===== src/rtl/proc_context_if.sv =====
// Control/datapath bundle for proc_context_unit: BIOS control, next-PC input and
// per-context fetch outputs. master = control unit / BIOS side, slave = the unit.
interface proc_context_if #(
   parameter int ADDR_W    = 32,
   parameter int PID_W     = 2,
   parameter int QUANTUM_W = 16
);
   logic                 pc_write;
   logic [ADDR_W-1:0]    prox_pc;
   logic                 ctx_load;
   logic [PID_W-1:0]     load_pid;
   logic [ADDR_W-1:0]    load_pc;
   logic                 ctx_switch;
   logic [PID_W-1:0]     sel_pid;
   logic [QUANTUM_W-1:0] quantum;
   logic                 bios_trap;
   logic                 preempt_ack;
   logic [ADDR_W-1:0]    process_pc;
   logic [ADDR_W-1:0]    write_ra;
   logic [PID_W-1:0]     active_pid;
   logic                 bios_mode;
   logic                 preempt;

   modport master (
      output pc_write, prox_pc, ctx_load, load_pid, load_pc, ctx_switch,
             sel_pid, quantum, bios_trap, preempt_ack,
      input  process_pc, write_ra, active_pid, bios_mode, preempt
   );

   modport slave (
      input  pc_write, prox_pc, ctx_load, load_pid, load_pc, ctx_switch,
             sel_pid, quantum, bios_trap, preempt_ack,
      output process_pc, write_ra, active_pid, bios_mode, preempt
   );
endinterface


===== src/rtl/proc_context_unit.sv =====
// Multi-context PC unit: one BIOS PC plus NPROC user PCs with BIOS-driven switching.
// Optional instruction-count preemption timer enabled by defining PREEMPT_TIMER_EN.
//
//   state      | meaning
//   -----------+-----------------------------------------------------------
//   ST_BIOS    | BIOS context runs; may load user PCs and switch to a pid
//   ST_RUN     | user context active_pid runs; leaves on bios_trap
//   ST_PREEMPT | quantum expired; user PC frozen until preempt_ack
module proc_context_unit #(
   parameter int ADDR_W    = 32,
   parameter int NPROC     = 4,
   parameter int PID_W     = 2,
   parameter int QUANTUM_W = 16
) (
   input logic              clk,
   input logic              rst_n,
   proc_context_if.slave    bus
);

`ifdef PREEMPT_TIMER_EN
   typedef enum logic [1:0] {
      ST_BIOS    = 2'd0,
      ST_RUN     = 2'd1,
      ST_PREEMPT = 2'd2
   } state_t;
`else
   typedef enum logic [1:0] {
      ST_BIOS    = 2'd0,
      ST_RUN     = 2'd1
   } state_t;
`endif

   state_t              state;
   state_t              state_nxt;
   logic [ADDR_W-1:0]   bios_pc;
   logic [ADDR_W-1:0]   upc [NPROC];
   logic [PID_W-1:0]    active_pid;
   logic                in_bios;
   logic                in_run;

   assign in_bios = (state == ST_BIOS);
   assign in_run  = (state == ST_RUN);

`ifdef PREEMPT_TIMER_EN
   logic [QUANTUM_W-1:0] cnt;
   logic                 cnt_expire;

   // cnt==0 means unlimited, so only a decrement from 1 expires the slice
   assign cnt_expire = in_run && bus.pc_write && (cnt == QUANTUM_W'(1));

   always_ff @(posedge clk or negedge rst_n) begin
      if (!rst_n) begin
         cnt <= '0;
      end else if (in_bios && bus.ctx_switch) begin
         cnt <= bus.quantum;
      end else if (in_run && bus.pc_write && (cnt != '0)) begin
         cnt <= cnt - QUANTUM_W'(1);
      end
   end
`else
   logic unused_timer_inputs;
   assign unused_timer_inputs = ^{bus.quantum, bus.preempt_ack};
`endif

   always_ff @(posedge clk or negedge rst_n) begin
      if (!rst_n) begin
         state <= ST_BIOS;
      end else begin
         state <= state_nxt;
      end
   end

   always_comb begin
      state_nxt = state;
      case (state)
         ST_BIOS: begin
            if (bus.ctx_switch) state_nxt = ST_RUN;
         end
         ST_RUN: begin
            if (bus.bios_trap) begin
               state_nxt = ST_BIOS;
`ifdef PREEMPT_TIMER_EN
            end else if (cnt_expire) begin
               state_nxt = ST_PREEMPT;
`endif
            end
         end
`ifdef PREEMPT_TIMER_EN
         ST_PREEMPT: begin
            if (bus.preempt_ack) state_nxt = ST_BIOS;
         end
`endif
         default: state_nxt = ST_BIOS;
      endcase
   end

   always_ff @(posedge clk or negedge rst_n) begin
      if (!rst_n) begin
         bios_pc    <= '0;
         active_pid <= '0;
      end else if (in_bios) begin
         if (bus.pc_write)   bios_pc    <= bus.prox_pc;
         if (bus.ctx_switch) active_pid <= bus.sel_pid;
      end
   end

   // BIOS loads and RUN commits are exclusive by state, so one write port suffices
   always_ff @(posedge clk or negedge rst_n) begin
      if (!rst_n) begin
         for (int i = 0; i < NPROC; i++) upc[i] <= '0;
      end else if (in_bios && bus.ctx_load) begin
         upc[bus.load_pid] <= bus.load_pc;
      end else if (in_run && bus.pc_write) begin
         upc[active_pid] <= bus.prox_pc;
      end
   end

   assign bus.process_pc = in_bios ? bios_pc : upc[active_pid];
   assign bus.write_ra   = bus.process_pc + ADDR_W'(1);
   assign bus.active_pid = active_pid;
   assign bus.bios_mode  = in_bios;
`ifdef PREEMPT_TIMER_EN
   assign bus.preempt    = (state == ST_PREEMPT);
`else
   assign bus.preempt    = 1'b0;
`endif

endmodule


===== src/flat_wrapper.sv =====
// flat-port wrapper written by rule: the top's interface ports become plain ports
module proc_context_unit_flat 
#(
   parameter int ADDR_W    = 32,
   parameter int NPROC     = 4,
   parameter int PID_W     = 2,
   parameter int QUANTUM_W = 16
)
  (clk, rst_n, bus_pc_write, bus_prox_pc, bus_ctx_load, bus_load_pid, bus_load_pc, bus_ctx_switch, bus_sel_pid, bus_quantum, bus_bios_trap, bus_preempt_ack, bus_process_pc, bus_write_ra, bus_active_pid, bus_bios_mode, bus_preempt);
  proc_context_if #(.ADDR_W(ADDR_W), .PID_W(PID_W), .QUANTUM_W(QUANTUM_W)) bus_i ();
  input logic clk;
  input logic rst_n;
  input wire logic [$bits(bus_i.pc_write)-1:0] bus_pc_write;
  input wire logic [$bits(bus_i.prox_pc)-1:0] bus_prox_pc;
  input wire logic [$bits(bus_i.ctx_load)-1:0] bus_ctx_load;
  input wire logic [$bits(bus_i.load_pid)-1:0] bus_load_pid;
  input wire logic [$bits(bus_i.load_pc)-1:0] bus_load_pc;
  input wire logic [$bits(bus_i.ctx_switch)-1:0] bus_ctx_switch;
  input wire logic [$bits(bus_i.sel_pid)-1:0] bus_sel_pid;
  input wire logic [$bits(bus_i.quantum)-1:0] bus_quantum;
  input wire logic [$bits(bus_i.bios_trap)-1:0] bus_bios_trap;
  input wire logic [$bits(bus_i.preempt_ack)-1:0] bus_preempt_ack;
  output wire logic [$bits(bus_i.process_pc)-1:0] bus_process_pc;
  output wire logic [$bits(bus_i.write_ra)-1:0] bus_write_ra;
  output wire logic [$bits(bus_i.active_pid)-1:0] bus_active_pid;
  output wire logic [$bits(bus_i.bios_mode)-1:0] bus_bios_mode;
  output wire logic [$bits(bus_i.preempt)-1:0] bus_preempt;
  assign bus_i.pc_write = bus_pc_write;
  assign bus_i.prox_pc = bus_prox_pc;
  assign bus_i.ctx_load = bus_ctx_load;
  assign bus_i.load_pid = bus_load_pid;
  assign bus_i.load_pc = bus_load_pc;
  assign bus_i.ctx_switch = bus_ctx_switch;
  assign bus_i.sel_pid = bus_sel_pid;
  assign bus_i.quantum = bus_quantum;
  assign bus_i.bios_trap = bus_bios_trap;
  assign bus_i.preempt_ack = bus_preempt_ack;
  assign bus_process_pc = bus_i.process_pc;
  assign bus_write_ra = bus_i.write_ra;
  assign bus_active_pid = bus_i.active_pid;
  assign bus_bios_mode = bus_i.bios_mode;
  assign bus_preempt = bus_i.preempt;
  proc_context_unit #(.ADDR_W(ADDR_W), .NPROC(NPROC), .PID_W(PID_W), .QUANTUM_W(QUANTUM_W)) u_core (.clk(clk), .rst_n(rst_n), .bus(bus_i));
endmodule

===== config.mk =====
export PLATFORM = sky130hd
export DESIGN_NAME = proc_context_unit_flat
export DESIGN_NICKNAME = d
export VERILOG_FILES = /design/src/rtl/proc_context_if.sv /design/src/rtl/proc_context_unit.sv /design/src/flat_wrapper.sv
export SDC_FILE = /design/constraint.sdc
export NUM_CORES = 1
export LEC_CHECK = 0
export CAP_MARGIN = 10
export CELL_PAD_IN_SITES_DETAIL_PLACEMENT = 1
export CELL_PAD_IN_SITES_GLOBAL_PLACEMENT = 1
export CORE_MARGIN = 2
export CORE_UTILIZATION = 38
export CTS_BUF_LIST = sky130_fd_sc_hd__clkbuf_8 sky130_fd_sc_hd__clkbuf_16
export DETAILED_ROUTE_END_ITERATION = 10
export HOLD_SLACK_MARGIN = 0.08
export PLACE_DENSITY = 0.8
export REMOVE_ABC_BUFFERS = 1
export SYNTH_ARGS = -nofsm -noshare
export SYNTH_HDL_FRONTEND = slang
export SYNTH_SLANG_ARGS = --single-unit

===== constraint.sdc =====
create_clock -name clk -period 3.6 [get_ports clk]
set_clock_uncertainty 0.2 [all_clocks]
set_input_delay 0.9 -clock clk [delete_from_list [all_inputs] [get_ports clk]]
set_output_delay 0.9 -clock clk [all_outputs]
set_load 0.02 [all_outputs]

# --- Word level (Yosys, flattened, before mapping) ---
# Index checks and enable logic that the tools add are counted.
# Widths: inputs -> output; s select.
totals:
  mem_count: 0
  romBits: 0
  mem_bits_rw: 0
  latchBits: 0
  ff_bits: 164
op_classes:
  n_reduce_logical: 9
  n_mux: 15
  n_div: 0
  n_bitwise: 2
  addsub: 1
  multipliers: 0
  shift: 0
  n_lt_le_gt_ge: 4
  eq_ne: 3
op_table:
  columns: ["operator", "n"]
  rows:
  - ["$bwmux 128", 2]
  - ["$mux 128", 2]
  - ["$mux 32", 5]
  - ["$demux 32 s2", 2]
  - ["$bmux 32 s2", 1]
  - ["$add 32x1->32 const B", 1]
  - ["$ge 3x3->1 const B", 2]
  - ["$lt 3x1->1 const B", 2]
  - ["$not 2->3", 2]
  - ["$reduce_and 2->1", 3]
  - ["$logic_and 1x1->1", 4]
  - ["$mux 2", 2]
  - ["$ne 2x2->1 const B", 2]
  - ["$pmux 2 s2", 1]
  - ["$eq 2x1->1 const B", 1]
  - ["$logic_not 2->1", 1]
  - ["$reduce_bool 2->1", 1]

# --- Longest topological paths before layout ---
logic_depth:
  word_depth: 8
  mapped_depth: 11
  ltp_nobuf: 8

# --- Worst setup path before layout ---
# No wires, ideal clock.
synth_path:
  kind: "flip-flop to output port"
  from: "register u_core.active_pid[1], in the netlist u_core.bus.active_pid[1]"
  to: "output port bus_write_ra[12]"
  arrival_time_ps: 2990
  stages_incl_launch_ff: 12
  slack_ps: -490
  t_required_ps: 2500
  n_path_buf: 4
  cell_sequence: "dfrtp_1 > buf_4 > buf_4 > buf_4 > a211oi_1 > nor3_1 > ha_1 > nand2_1 > and4bb_2 > buf_4 > nand3_1 > xnor2_1"
synth_between:
  elab_chain_len: 6
synth_rtl:
  columns: ["item", "line_no", "rtl"]
  rows:
  - ["from (decl)", "proc_context_unit.sv:37", "logic [PID_W-1:0] active_pid;"]
  - ["from (signal assigned)", "proc_context_unit.sv:103", "if (bus.ctx_switch) active_pid <= bus.sel_pid;"]
  - ["$not 2->3 (not written as such)", "proc_context_unit.sv:118", "assign bus.process_pc = in_bios ? bios_pc : upc[active_pid];"]
  - ["$bmux 32 s2", "proc_context_unit.sv:118", null]
  - ["$mux 32 (not written as such) (2 in a row)", "proc_context_unit.sv:118", null]
  - ["$mux 32", "proc_context_unit.sv:118", null]
  - ["net bus_process_pc[1]", "flat_wrapper.sv:23", "output wire logic [$bits(bus_i.process_pc)-1:0] bus_process_pc;"]
  - ["$add 32x1->32", "proc_context_unit.sv:119", "assign bus.write_ra = bus.process_pc + ADDR_W'(1);"]
  - ["to (decl)", "flat_wrapper.sv:24", "output wire logic [$bits(bus_i.write_ra)-1:0] bus_write_ra;"]
# The timed path passes the listed nets, and every way through them passes these cells. The select of a mux whose other input is x is not followed.

# --- Worst setup path in the final report ---
layout_path:
  from: "register u_core.active_pid[0], in the netlist u_core.bus.active_pid[0]"
  to: "output port bus_write_ra[11]"
layout_between:
  elab_chain_len: 6
layout_rtl:
  columns: ["item", "line_no"]
  rows:
  - ["$not 2->3 (not written as such)", "proc_context_unit.sv:118"]
  - ["$bmux 32 s2", "proc_context_unit.sv:118"]
  - ["$mux 32 (not written as such) (2 in a row)", "proc_context_unit.sv:118"]
  - ["$mux 32", "proc_context_unit.sv:118"]
  - ["$add 32x1->32", "proc_context_unit.sv:119"]
# No other way between the ends. The select of a mux whose other input is x is not followed.

==> qor.yml <==
status: "finished, violations left"
violations: "negative setup slack"
globalRoute.totalOverflow: 0
synth_cell_types: 60
cts_tree: "yes"
max_stage_delay_ps: 490
timing.hold.ws_ps: 192
slowest_stage: "mux4_2"
postPlaceCellArea_mm2: 0.0110
ys_seq_area_share_pct: 46.8
antenna_found_initial: 0
hold_buffers: 0
max_freq_ghz: 0.243
fin_setup_tns_ps: -10430
routed_wl_um: 35900
grt_usage_pct: 29.0
dieArea_mm2: 0.0241
gp_congestion: 0.817
cts-buffers-inserted: 17
dp_slack_ps: -604
worst_slack_ps: -510
drv_slew: 0
ys_seq_elements: 163
dp.cells: 1273
hold_path.class: "input pin to async pin"
synthesis.area_mm2: 0.00871
cp.required_ps: 2500
cp-start-kind: "flop"
wl_per_cell_um: 26.5
async_flop_share_pct: 100
vias: 8464
rows: 55
antenna_left: 0
cts-root-buf: "clkbuf_16"
grt_max_degree: 83
critPathKind: "flop to primary output"
fin_crit_ps: 4110
cts_max_path_buffers: 2
final_area_mm2: 0.0125
synth_area_per_cell_um2: 10.7
drc: 0
peakVddDrop_mv: 0.385
grt_pass1_wl_um: 52700
p_leak_nw: 5.61
ys_warn_count: 0
synth_edf_count: 0
viasPerCell: 6.26
ioPinCount: 159
pwr_density_cell_mw_per_mm2: 736
clk_latency_ps: 440
rsz0062_at_grt: "true"
crit_path_end_kind: "primary output"
syn2layout_area_growth_pct: 43.1
die_y_um: 155
critical_path.cell_chain: "buf_6 -> buf_6 -> mux4_2 -> mux2_4 -> and2_4 -> and4b_1 -> buf_12 -> buf_4 -> nand2_4 -> xnor2_2 -> buf_4"
drive_gt1_share_pct: 35.4
worst_slew_pin_slew_ps: 1250
final_util_pct: 55.2
maxCapViolCount: 0
portBuffers: 140
synth_flop_cell: "dfrtp_1"
clkSlewWorstSetupHoldPaths_ps: 70
cts.sinks: 163
diodes: 0
crit_arrival_ps: 3010
start_util_pct: 38.6
dp.final_hpwl_um: 21400
core_mm2: 0.0226
fin_cells: 1353
die_x_um: 155
drt-initial-drc-count: 662
setup_viol_count_final: 28
cts-htree-levels: 4
relSlewSlack_pct: 16.7
p_total_mw: 9.17
nNetsFinal: 1147
period_share_pct: 114
finalHoldViolCount: 0
cp_max_fo: 7
netlist_instances: 814
grt_pass1_vias: 9147
drt-pass1-iter-count: 7
registers in the layout, summed over array words and instances, names as in the netlist:
| name | flops |
|---|---|
| u_core.upc | 128 |
| u_core.bios_pc | 32 |
| u_core.bus.active_pid | 2 |
| u_core.state | 1 |
report_power, final:
part / switching [mW] / total [mW] / internal [mW]
combinational: 2.23 / 4.37 / 2.14
clock: 0.785 / 1.80 / 1.01
sequential: 0.495 / 3.01 / 2.51
critical path: cells and delay by family, from the launching register on:
family / cells / cell delay, ps
xor gates and xnor gates: 1 / 130
and+or+nand+nor: 3 / 420
muxes: 2 / 810
DFF: 1 / 430
buffers and inverters: 5 / 770
area by class of cell:
type                       instances  area [um2]
fill                            2371       10100
multi-input combinational        578        4740
sequential                       163        4080
timing repair buffer             288        2690
clock buffer                      17         425
tap                              285         357
clock inverter                    15         143
inverter                           7        26.3
placed cells by master (no fill, tap or decap), types with 9 or more instances in the layout:
master | synthesis | layout
dfrtp_1 | 163 | 161
clkbuf_16 | 0 | 18
o21ai_0 | 102 | 100
mux4_2 | 4 | 15
xnor2_1 | 27 | 19
buf_6 | 2 | 21
nand2_1 | 113 | 106
buf_4 | 8 | 138
clkbuf_2 | 0 | 9
mux2_2 | 51 | 43
dlygate4sd2_1 | 0 | 11
mux2i_1 | 21 | 14
buf_12 | 2 | 14
clkdlybuf4s50_1 | 0 | 81
a22oi_1 | 130 | 128
worst paths after layout:
kind                       depth (start not counted)                startpoint               end  slack, ps
max                                               11  u_core.bus.active_pid[0]  bus_write_ra[11]       -510
min                                                1                     rst_n    u_core.upc[15]        190
max reg2reg                                        8           u_core.state[0]    u_core.upc[89]        540
min reg2reg                                        2           u_core.upc[127]   u_core.upc[127]        280
max in group asynchronous                          2                     rst_n    u_core.upc[96]       2160
min in group clk                                   2           u_core.upc[127]   u_core.upc[127]        280
synth_stat cells (all sizes together) (7+ instances only):
cell type,instances,area [um2]
a22oi,130,976
and2,7,45.1
buf,21,166
clkbuf,45,169
dfrtp,163,4080
inv,7,26.3
mux2,51,574
mux2i,21,210
mux4,20,510
nand2,113,424
nand2b,8,50.1
nand3,15,75.1
nor2b,11,68.8
o21ai,103,515
xnor2,27,236
cell families (layout without fill, tap and decap cells):
kind of cell	after synthesis	count (layout)	synth area share, %
xor+xnor	30	30	3.02
mux	92	92	14.9
compound gates	264	264	20.3
other cells	1	1	0.0431
fa+ha+maj	1	1	0.144
flops	163	163	46.8
simple gates	190	190	10.6
buf+inv	73	327	4.15
timing repair:
action	in CTS	in global routing
cloned	3	1
resized for setup	261	97
pin swaps	13	42
endpoints found under the setup margin	54	48
setup buffers	20	27
layer usage:
| metal | global-route usage (%) | routed length, um |
|---|---|---|
| met5 | 0 | 0 |
| met4 | 12.7 | 947 |
| met3 | 7.27 | 2800 |
| met2 | 49.5 | 18200 |
| met1 | 34.7 | 14000 |
No activity file was read; power rests on OpenSTA's default activity.
